===== src/rtl/apb_master.sv =====
// apb_master: APB initiator that turns a valid/ready command into one
// SETUP/ACCESS transfer and returns a single-cycle response pulse carrying
// the read data and a timeout flag. One transfer is outstanding at a time.
module apb_master #(
    parameter int ADDR_WIDTH = 10,
    parameter int DATA_WIDTH = 32,
    parameter int TIMEOUT    = 16
) (
    input  logic                  pclk,
    input  logic                  presetn,
    input  logic                  cmd_valid,
    output logic                  cmd_ready,
    input  logic                  cmd_write,
    input  logic [ADDR_WIDTH-1:0] cmd_addr,
    input  logic [DATA_WIDTH-1:0] cmd_wdata,
    output logic                  rsp_valid,
    output logic [DATA_WIDTH-1:0] rsp_rdata,
    output logic                  rsp_err,
    output logic [ADDR_WIDTH-1:0] paddr,
    output logic                  psel,
    output logic                  penable,
    output logic                  pwrite,
    output logic [DATA_WIDTH-1:0] pwdata,
    input  logic [DATA_WIDTH-1:0] prdata,
    input  logic                  pready
);

    // Wait counter only needs to reach TIMEOUT-1, so it can never wrap.
    localparam int CNT_W = (TIMEOUT < 1) ? 1 : $clog2(TIMEOUT + 1);
    localparam logic [CNT_W-1:0] CNT_LAST = CNT_W'(TIMEOUT - 1);

    typedef enum logic [1:0] {
        IDLE   = 2'd0,
        SETUP  = 2'd1,
        ACCESS = 2'd2,
        RESP   = 2'd3
    } state_t;

    state_t                  state_r;
    logic [CNT_W-1:0]        wait_cnt_r;
    logic                    psel_r;
    logic                    penable_r;
    logic                    pwrite_r;
    logic [ADDR_WIDTH-1:0]   paddr_r;
    logic [DATA_WIDTH-1:0]   pwdata_r;
    logic                    rsp_valid_r;
    logic [DATA_WIDTH-1:0]   rsp_rdata_r;
    logic                    rsp_err_r;

    // Ready is gated by reset so nothing can be accepted while presetn is low.
    assign cmd_ready = (state_r == IDLE) && presetn;

    assign paddr     = paddr_r;
    assign psel      = psel_r;
    assign penable   = penable_r;
    assign pwrite    = pwrite_r;
    assign pwdata    = pwdata_r;
    assign rsp_valid = rsp_valid_r;
    assign rsp_rdata = rsp_rdata_r;
    assign rsp_err   = rsp_err_r;

    // Transfer sequencer: state, bus phase outputs and response registers.
    always_ff @(posedge pclk) begin
        if (!presetn) begin
            state_r     <= IDLE;
            wait_cnt_r  <= '0;
            psel_r      <= 1'b0;
            penable_r   <= 1'b0;
            pwrite_r    <= 1'b0;
            paddr_r     <= '0;
            pwdata_r    <= '0;
            rsp_valid_r <= 1'b0;
            rsp_rdata_r <= '0;
            rsp_err_r   <= 1'b0;
        end else begin
            case (state_r)
                IDLE: begin
                    rsp_valid_r <= 1'b0;
                    if (cmd_valid) begin
                        paddr_r  <= cmd_addr;
                        pwrite_r <= cmd_write;
                        pwdata_r <= cmd_wdata;
                        psel_r   <= 1'b1;
                        penable_r <= 1'b0;
                        state_r  <= SETUP;
                    end else begin
                        psel_r    <= 1'b0;
                        penable_r <= 1'b0;
                    end
                end
                SETUP: begin
                    wait_cnt_r <= '0;
                    penable_r  <= 1'b1;
                    state_r    <= ACCESS;
                end
                ACCESS: begin
                    // pready wins over the timeout when both occur together.
                    if (pready) begin
                        rsp_rdata_r <= pwrite_r ? {DATA_WIDTH{1'b0}} : prdata;
                        rsp_err_r   <= 1'b0;
                        rsp_valid_r <= 1'b1;
                        psel_r      <= 1'b0;
                        penable_r   <= 1'b0;
                        state_r     <= RESP;
                    end else if (wait_cnt_r == CNT_LAST) begin
                        rsp_rdata_r <= {DATA_WIDTH{1'b0}};
                        rsp_err_r   <= 1'b1;
                        rsp_valid_r <= 1'b1;
                        psel_r      <= 1'b0;
                        penable_r   <= 1'b0;
                        state_r     <= RESP;
                    end else begin
                        wait_cnt_r <= wait_cnt_r + CNT_W'(1);
                    end
                end
                RESP: begin
                    rsp_valid_r <= 1'b0;
                    state_r     <= IDLE;
                end
                default: begin
                    psel_r      <= 1'b0;
                    penable_r   <= 1'b0;
                    rsp_valid_r <= 1'b0;
                    state_r     <= IDLE;
                end
            endcase
        end
    end

endmodule


===== config.mk =====
export PLATFORM = sky130hd
export DESIGN_NAME = apb_master
export DESIGN_NICKNAME = d
export VERILOG_FILES = /design/src/rtl/apb_master.sv
export SDC_FILE = /design/constraint.sdc
export NUM_CORES = 1
export LEC_CHECK = 0
export BUFFER_PORTS_ARGS = -buffer_cell sky130_fd_sc_hd__buf_4
export CAP_MARGIN = 5
export CORE_MARGIN = 2
export CORE_UTILIZATION = 47
export CTS_BUF_LIST = sky130_fd_sc_hd__clkbuf_8
export DETAILED_ROUTE_END_ITERATION = 10
export PLACE_DENSITY = 0.79
export SLEW_MARGIN = 20
export SYNTH_ARGS = -nofsm -noshare
export SYNTH_HDL_FRONTEND = slang
export SYNTH_SLANG_ARGS = --single-unit

===== constraint.sdc =====
create_clock -name pclk -period 2.6 [get_ports pclk]
set_input_delay 0.39 -clock pclk [delete_from_list [all_inputs] [get_ports pclk]]
set_output_delay 0.39 -clock pclk [all_outputs]
set_load 0.01 [all_outputs]

==> flow_summary.ini, run 1 <==
[floorplanning]
start_util_pct = 48.44
dieArea_um2 = 7648
fp.dieW_um = 87.45
dieHeight_um = 87.45
fp-row-count = 30
coreArea_um2 = 6756
io_pins = 159

[timing]
relSlewSlack_pct = 60.65
fin_tns_setup_ns = 0
slew_violations = 0
rsz0062_at_grt = false
setup_viol = 0
max_freq_ghz = 0.4996
finalCriticalPeriod_ns = 2.002
tightestPinTransition_ns = 0.5902
skew_ns = 0.008178
finalCritPeriodShare_pct = 76.98
hold_viol_final = 0

[finish]
fin_cells = 593
final_common_cell = buf_4
n_antenna_cell = 0
fill_cells = 587
design_area_um2 = 4705
regArea_um2 = 1722
area_growth_pct = 43.73
utilization_pct = 69.63
drive_above_1_share_pct = 35.67
multi_input_area_um2 = 1423
mostFrequentLayoutCells = 162 x buf_4, 94 x nand2_1, 86 x dfxtp_1
fin_nets = 592

[global_route]
grt_pass1_wl_um = 12310
grt_pass1_vias = 2780
grt_max_degree = 56
groute.usage.overall_pct = 20.39
grt.overflow.total = 0
antenna_found_initial = 0

[critical_path]
worstPathMaxFanout = 8
worstPathArrival_ns = 2.28
critPathKind = flip-flop to flip-flop
cp.required_ns = 2.88
start_kind = flip-flop
end_kind = flip-flop

[cts]
ctsHoldBuffers = 0
insertion_delay_ns = 0.34
cts_sinks = 86
post_cts_resized = 0
root_buffer = clkbuf_8
clock_path_buffers = 2
path_clk_slew_ns = 0.09
cts_tree = built
cts_max_level = 3
numCtsBuffers = 9
cts_setup_buffers = 0

[job]
maxCapViolations = 0

[yosys]
syn_avg_cell_area_um2 = 9.042
yosys.area.top_type = dfxtp_1
synth.area.top_cells = dfxtp_1 53%, nand2_1 11%, a21boi_0 10%, a22oi_1 7.3%, nor2b_1 6.1%
yosysTopAreaCellShare_pct = 52.60
synth_cell_types = 30
synth.yosys.seq_area_share_pct = 52.60
synth_nets = 446
synth-seq-cells = 86
ys_warn_count = 0
syn_area_um2 = 3273
synthCells = 362

[pwr]
p_leak_uw = 0.002064
peakVddDrop_uv = 480.4
comb_power_share_pct = 31.0
power_density_nw_per_um2 = 812.6
switchingPower_uw = 1199
cellInternalPower_uw = 2623
p_sw_share_pct = 31.38
p_seq_share_pct = 42.4
clkPwrFrac_pct = 26.7

[hold_path]
worstHoldPathType = primary input to flip-flop

[drt]
drc = 0
drt_iter0_drc = 98
wl_per_cell_um = 13.24
num_vias = 3011
vias_per_cell = 5.078
drt-total-wl_um = 7851
final_antenna_net_count = 0
drtPass1Iterations = 4

[placement]
port-buffer-count = 158
place.gp.congestion = 0.7712
place_area_um2 = 4482
numPlacedInstances = 577
hpwl_um = 5568

[outcome]
status = completed
[Yosys cell counts]
| cell type | instances |
|---|---|
| a21oi_1 | 4 |
| a21boi_1 | 1 |
| o31ai_1 | 1 |
| o211ai_1 | 1 |
| or2_2 | 1 |
| buf_4 | 1 |
| and3b_1 | 1 |
| o21a_1 | 2 |
| o21ai_1 | 1 |
| and3_1 | 4 |
| a22oi_1 | 32 |
| clkbuf_1 | 21 |
| a21boi_0 | 45 |
| nand2b_1 | 2 |
| or3_1 | 1 |
| inv_1 | 6 |
| ha_1 | 5 |
| dfxtp_1 | 86 |
| o21ai_0 | 2 |
| o221a_2 | 1 |
| nor3b_2 | 1 |
| a21o_1 | 1 |
| or3b_1 | 1 |
| nand2_1 | 94 |
| nor2b_1 | 32 |
| buf_2 | 5 |
| mux2i_1 | 1 |
| and2_1 | 2 |
| nand3_1 | 3 |
| nor2_1 | 4 |
[final cells by class]
type	instances	area share, %
clock inverter	6	1.782
sequential	86	36.60
multi-input combinational	243	30.24
clock buffer	10	2.926
timing repair buffer	162	25.85
tap	80	2.128
inverter	6	0.4787
[stage by stage]
| step | hold WS, ns | worst slack (ns) | total power, uW |
|---|---|---|---|
| 2_1_floorplan | 0.4515 | 0.7417 | 2326 |
| 3_3_place_gp | 0.4497 | 0.5613 | 2811 |
| 3_5_place_dp | 0.4582 | 0.4664 | 2848 |
| 4_1_cts | 0.2808 | 0.4206 | 3870 |
| 5_1_grt | 0.2894 | 0.4734 | 4059 |
| 6_report | 0.2948 | 0.5985 | 3823 |
[registers in the layout (all words and copies together) (netlist names)]
signal and count:
pwdata 32, rsp_rdata 32, paddr 10, wait_cnt_r 5
state_r 2, penable 1, psel 1, pwrite 1
rsp_err 1, rsp_valid 1
[power by group through the flow]
stage | Sequential, uW | Clock, uW | Combinational, uW
6_report | 1620 | 1020 | 1180
5_1_grt | 1640 | 1090 | 1320
4_1_cts | 1620 | 1050 | 1200
3_5_place_dp | 1650 | 0 | 1200
3_3_place_gp | 1640 | 0 | 1170
2_1_floorplan | 1720 | 0 | 603
[worst max-delay path: stages (launching register included)]
cell and delay (ns):
dfxtp_1 0.34, ha_1 0.21, and3_1 0.19, ha_1 0.23
or3b_1 0.47, or3_1 0.34, a21oi_1 0.14
[final timing paths]
| check | start | endpoint | slack (ns) | cells after the start |
|---|---|---|---|---|
| max | wait_cnt_r[0] | wait_cnt_r[2] | 0.60 | 6 |
| min | cmd_wdata[19] | pwdata[19] | 0.29 | 3 |
| max reg2reg | wait_cnt_r[0] | wait_cnt_r[2] | 0.60 | 6 |
| min reg2reg | pwdata[10] | pwdata[10] | 0.46 | 2 |
[logic make-up (layout without fill, tap and decap cells)]
group / Yosys count / after routing / share of synthesized area, %
multiplexers: 1 / 1 / 0.3058
AO/OA/AOI/OAI: 91 / 91 / 20.45
AND/OR/NAND/NOR: 146 / 146 / 20.64
flip-flops: 86 / 86 / 52.60
adder cells (fa/ha/maj): 5 / 5 / 1.911
buffers and inverters: 33 / 184 / 4.090
[routing by layer]
metal	global-route usage, %	part of all wire, %	vias to the layer above
met5	0	0	-
met4	8.112	1.7	0
met3	8.246	11	10
met2	33.54	45	121
met1	23.60	42	1382
li1	-	-	1498
No activity file was read; power rests on OpenSTA's default activity.
==> inputs of run 2 (changes only) <==
==> constraint.sdc (replaced) <==
create_clock -name pclk -period 1.9 [get_ports pclk]
set_input_delay 0.285 -clock pclk [delete_from_list [all_inputs] [get_ports pclk]]
set_output_delay 0.285 -clock pclk [all_outputs]
set_load 0.01 [all_outputs]
==> run 2 against run 1 <==
  * Via count fell by 0.80%
  * Combinational power rose by 46%
  * Maximum frequency rose by 11%
  * Register-to-register slack got worse by 0.50 ns
  * Critical endpoint unchanged
  * Highest routed layer unchanged
==> flow_summary.ini, run 2 (synthesized netlist as in run 1, its figures left out) <==
[job]
maxCapViolations = 0

[global_route]
grt_pass1_wl_um = 12460
grt.overflow.total = 0
groute.usage.overall_pct = 20.70
grt_max_degree = 44
grt_pass1_vias = 2752
antenna_found_initial = 0

[pwr]
fin_total_pwr_uw = 5477
clkPwrFrac_pct = 28.1
p_leak_uw = 0.002126
comb_power_share_pct = 31.4
cellInternalPower_uw = 3838
switchingPower_uw = 1639
p_sw_share_pct = 29.93
p_seq_share_pct = 40.5
power_density_nw_per_um2 = 1137
peakVddDrop_uv = 762.8

[cts]
cts_max_level = 3
path_clk_slew_ns = 0.08
cts_tree = built
ctsHoldBuffers = 0
insertion_delay_ns = 0.35
numCtsBuffers = 9
root_buffer = clkbuf_8
cts_sinks = 86
clock_path_buffers = 2

[finish]
drive_above_1_share_pct = 36.22
fill_cells = 548
final_common_cell = buf_4
fin_nets = 598
utilization_pct = 71.31
mostFrequentLayoutCells = 165 x buf_4, 94 x nand2_1, 86 x dfxtp_1
regArea_um2 = 1722
multi_input_area_um2 = 1426
area_growth_pct = 47.21
n_antenna_cell = 0

[timing]
max_freq_ghz = 0.5559
relSlewSlack_pct = 77.15
skew_ns = 0.009055
rsz0062_at_grt = false
hold_viol_final = 0
slew_violations = 0
finalCriticalPeriod_ns = 1.799
tightestPinTransition_ns = 0.3427
finalCritPeriodShare_pct = 94.69
setup_viol = 0
whs_ns = 0.1853
fin_tns_setup_ns = 0

[critical_path]
worstPathArrival_ns = 2.07
start_kind = flip-flop
worstPathMaxFanout = 5
cp.required_ns = 2.18
critPathKind = flip-flop to flip-flop
reg2reg_slack_ns = 0.10
end_kind = flip-flop

[floorplanning]
coreArea_um2 = 6756
start_util_pct = 48.44
fp.dieW_um = 87.45
io_pins = 159
dieArea_um2 = 7648
fp-row-count = 30
dieHeight_um = 87.45

[drt]
num_vias = 2987
drt-total-wl_um = 7979
wl_per_cell_um = 13.32
final_antenna_net_count = 0
drc = 0
vias_per_cell = 4.987
drt_iter0_drc = 74
drtPass1Iterations = 4

[placement]
port-buffer-count = 158
place.gp.congestion = 0.7483
hpwl_um = 5846

[outcome]
status = completed

[hold_path]
worstHoldPathType = primary input to flip-flop
run 2: cell count changes in the layout (fill, tap and decap cells not counted):
cell,previous run,this run
buf_12,0,3
ha_2,0,1
clkbuf_8,10,11
or3b_1,1,0
and3b_1,0,1
and3b_2,1,0
clkinv_2,3,0
ha_1,5,4
bufinv_16,2,3
buf_4,162,165
inv_1,6,8
or3b_4,0,1
inv_6,1,0
run 2: power by group through the flow:
stage	clock, uW	sequential (uW)	combinational, uW
2_1_floorplan	0	2360	825
3_3_place_gp	0	2240	1700
3_5_place_dp	0	2260	1740
4_1_cts	1580	2220	1740
5_1_grt	1650	2250	1900
6_report	1540	2220	1720
run 2: final timing paths:
kind | from | endpoint | depth (start not counted)
setup reg to reg | wait_cnt_r[0] | wait_cnt_r[2] | 6
hold reg to reg | pwdata[14] | pwdata[14] | 2
hold / removal | cmd_wdata[12] | pwdata[12] | 3
setup / recovery | wait_cnt_r[0] | wait_cnt_r[2] | 6
run 2: cell type report:
class / instances / share of cell area, %
Sequential cell: 86 / 35.73
Multi-Input combinational cell: 243 / 29.60
Timing Repair Buffer: 168 / 26.95
Clock buffer: 11 / 3.142
Tap cell: 80 / 2.077
Clock inverter: 5 / 2.025
Inverter: 6 / 0.4674
run 2: through the flow:
stage	std cells	worst slack, ns	instance area (um2)
final	599	0.1010	4818
after global routing	599	0.02786	4818
after CTS	599	0.03648	4813
after detailed placement	583	0.04274	4564
after global placement	583	0.1095	4564
after floorplan	362	0.04174	3273
run 2: timing repair:
action / in CTS / in global routing
setup buffers: 0 / 0
setup endpoints to repair: 0 / 2
gates resized for setup: 0 / 2
run 2: layer usage:
layer / track usage [%] / part of all wire (%)
met2: 33.20 / 44
met1: 24.75 / 43
met4: 9.510 / 2.4
met5: 0 / 0
met3: 7.393 / 11
run 2: critical path: stages (launching register included):
cell	delay, ns
dfxtp_1	0.33
ha_2	0.19
and3_1	0.18
ha_1	0.19
or3b_4	0.39
or3_1	0.31
a21oi_1	0.14
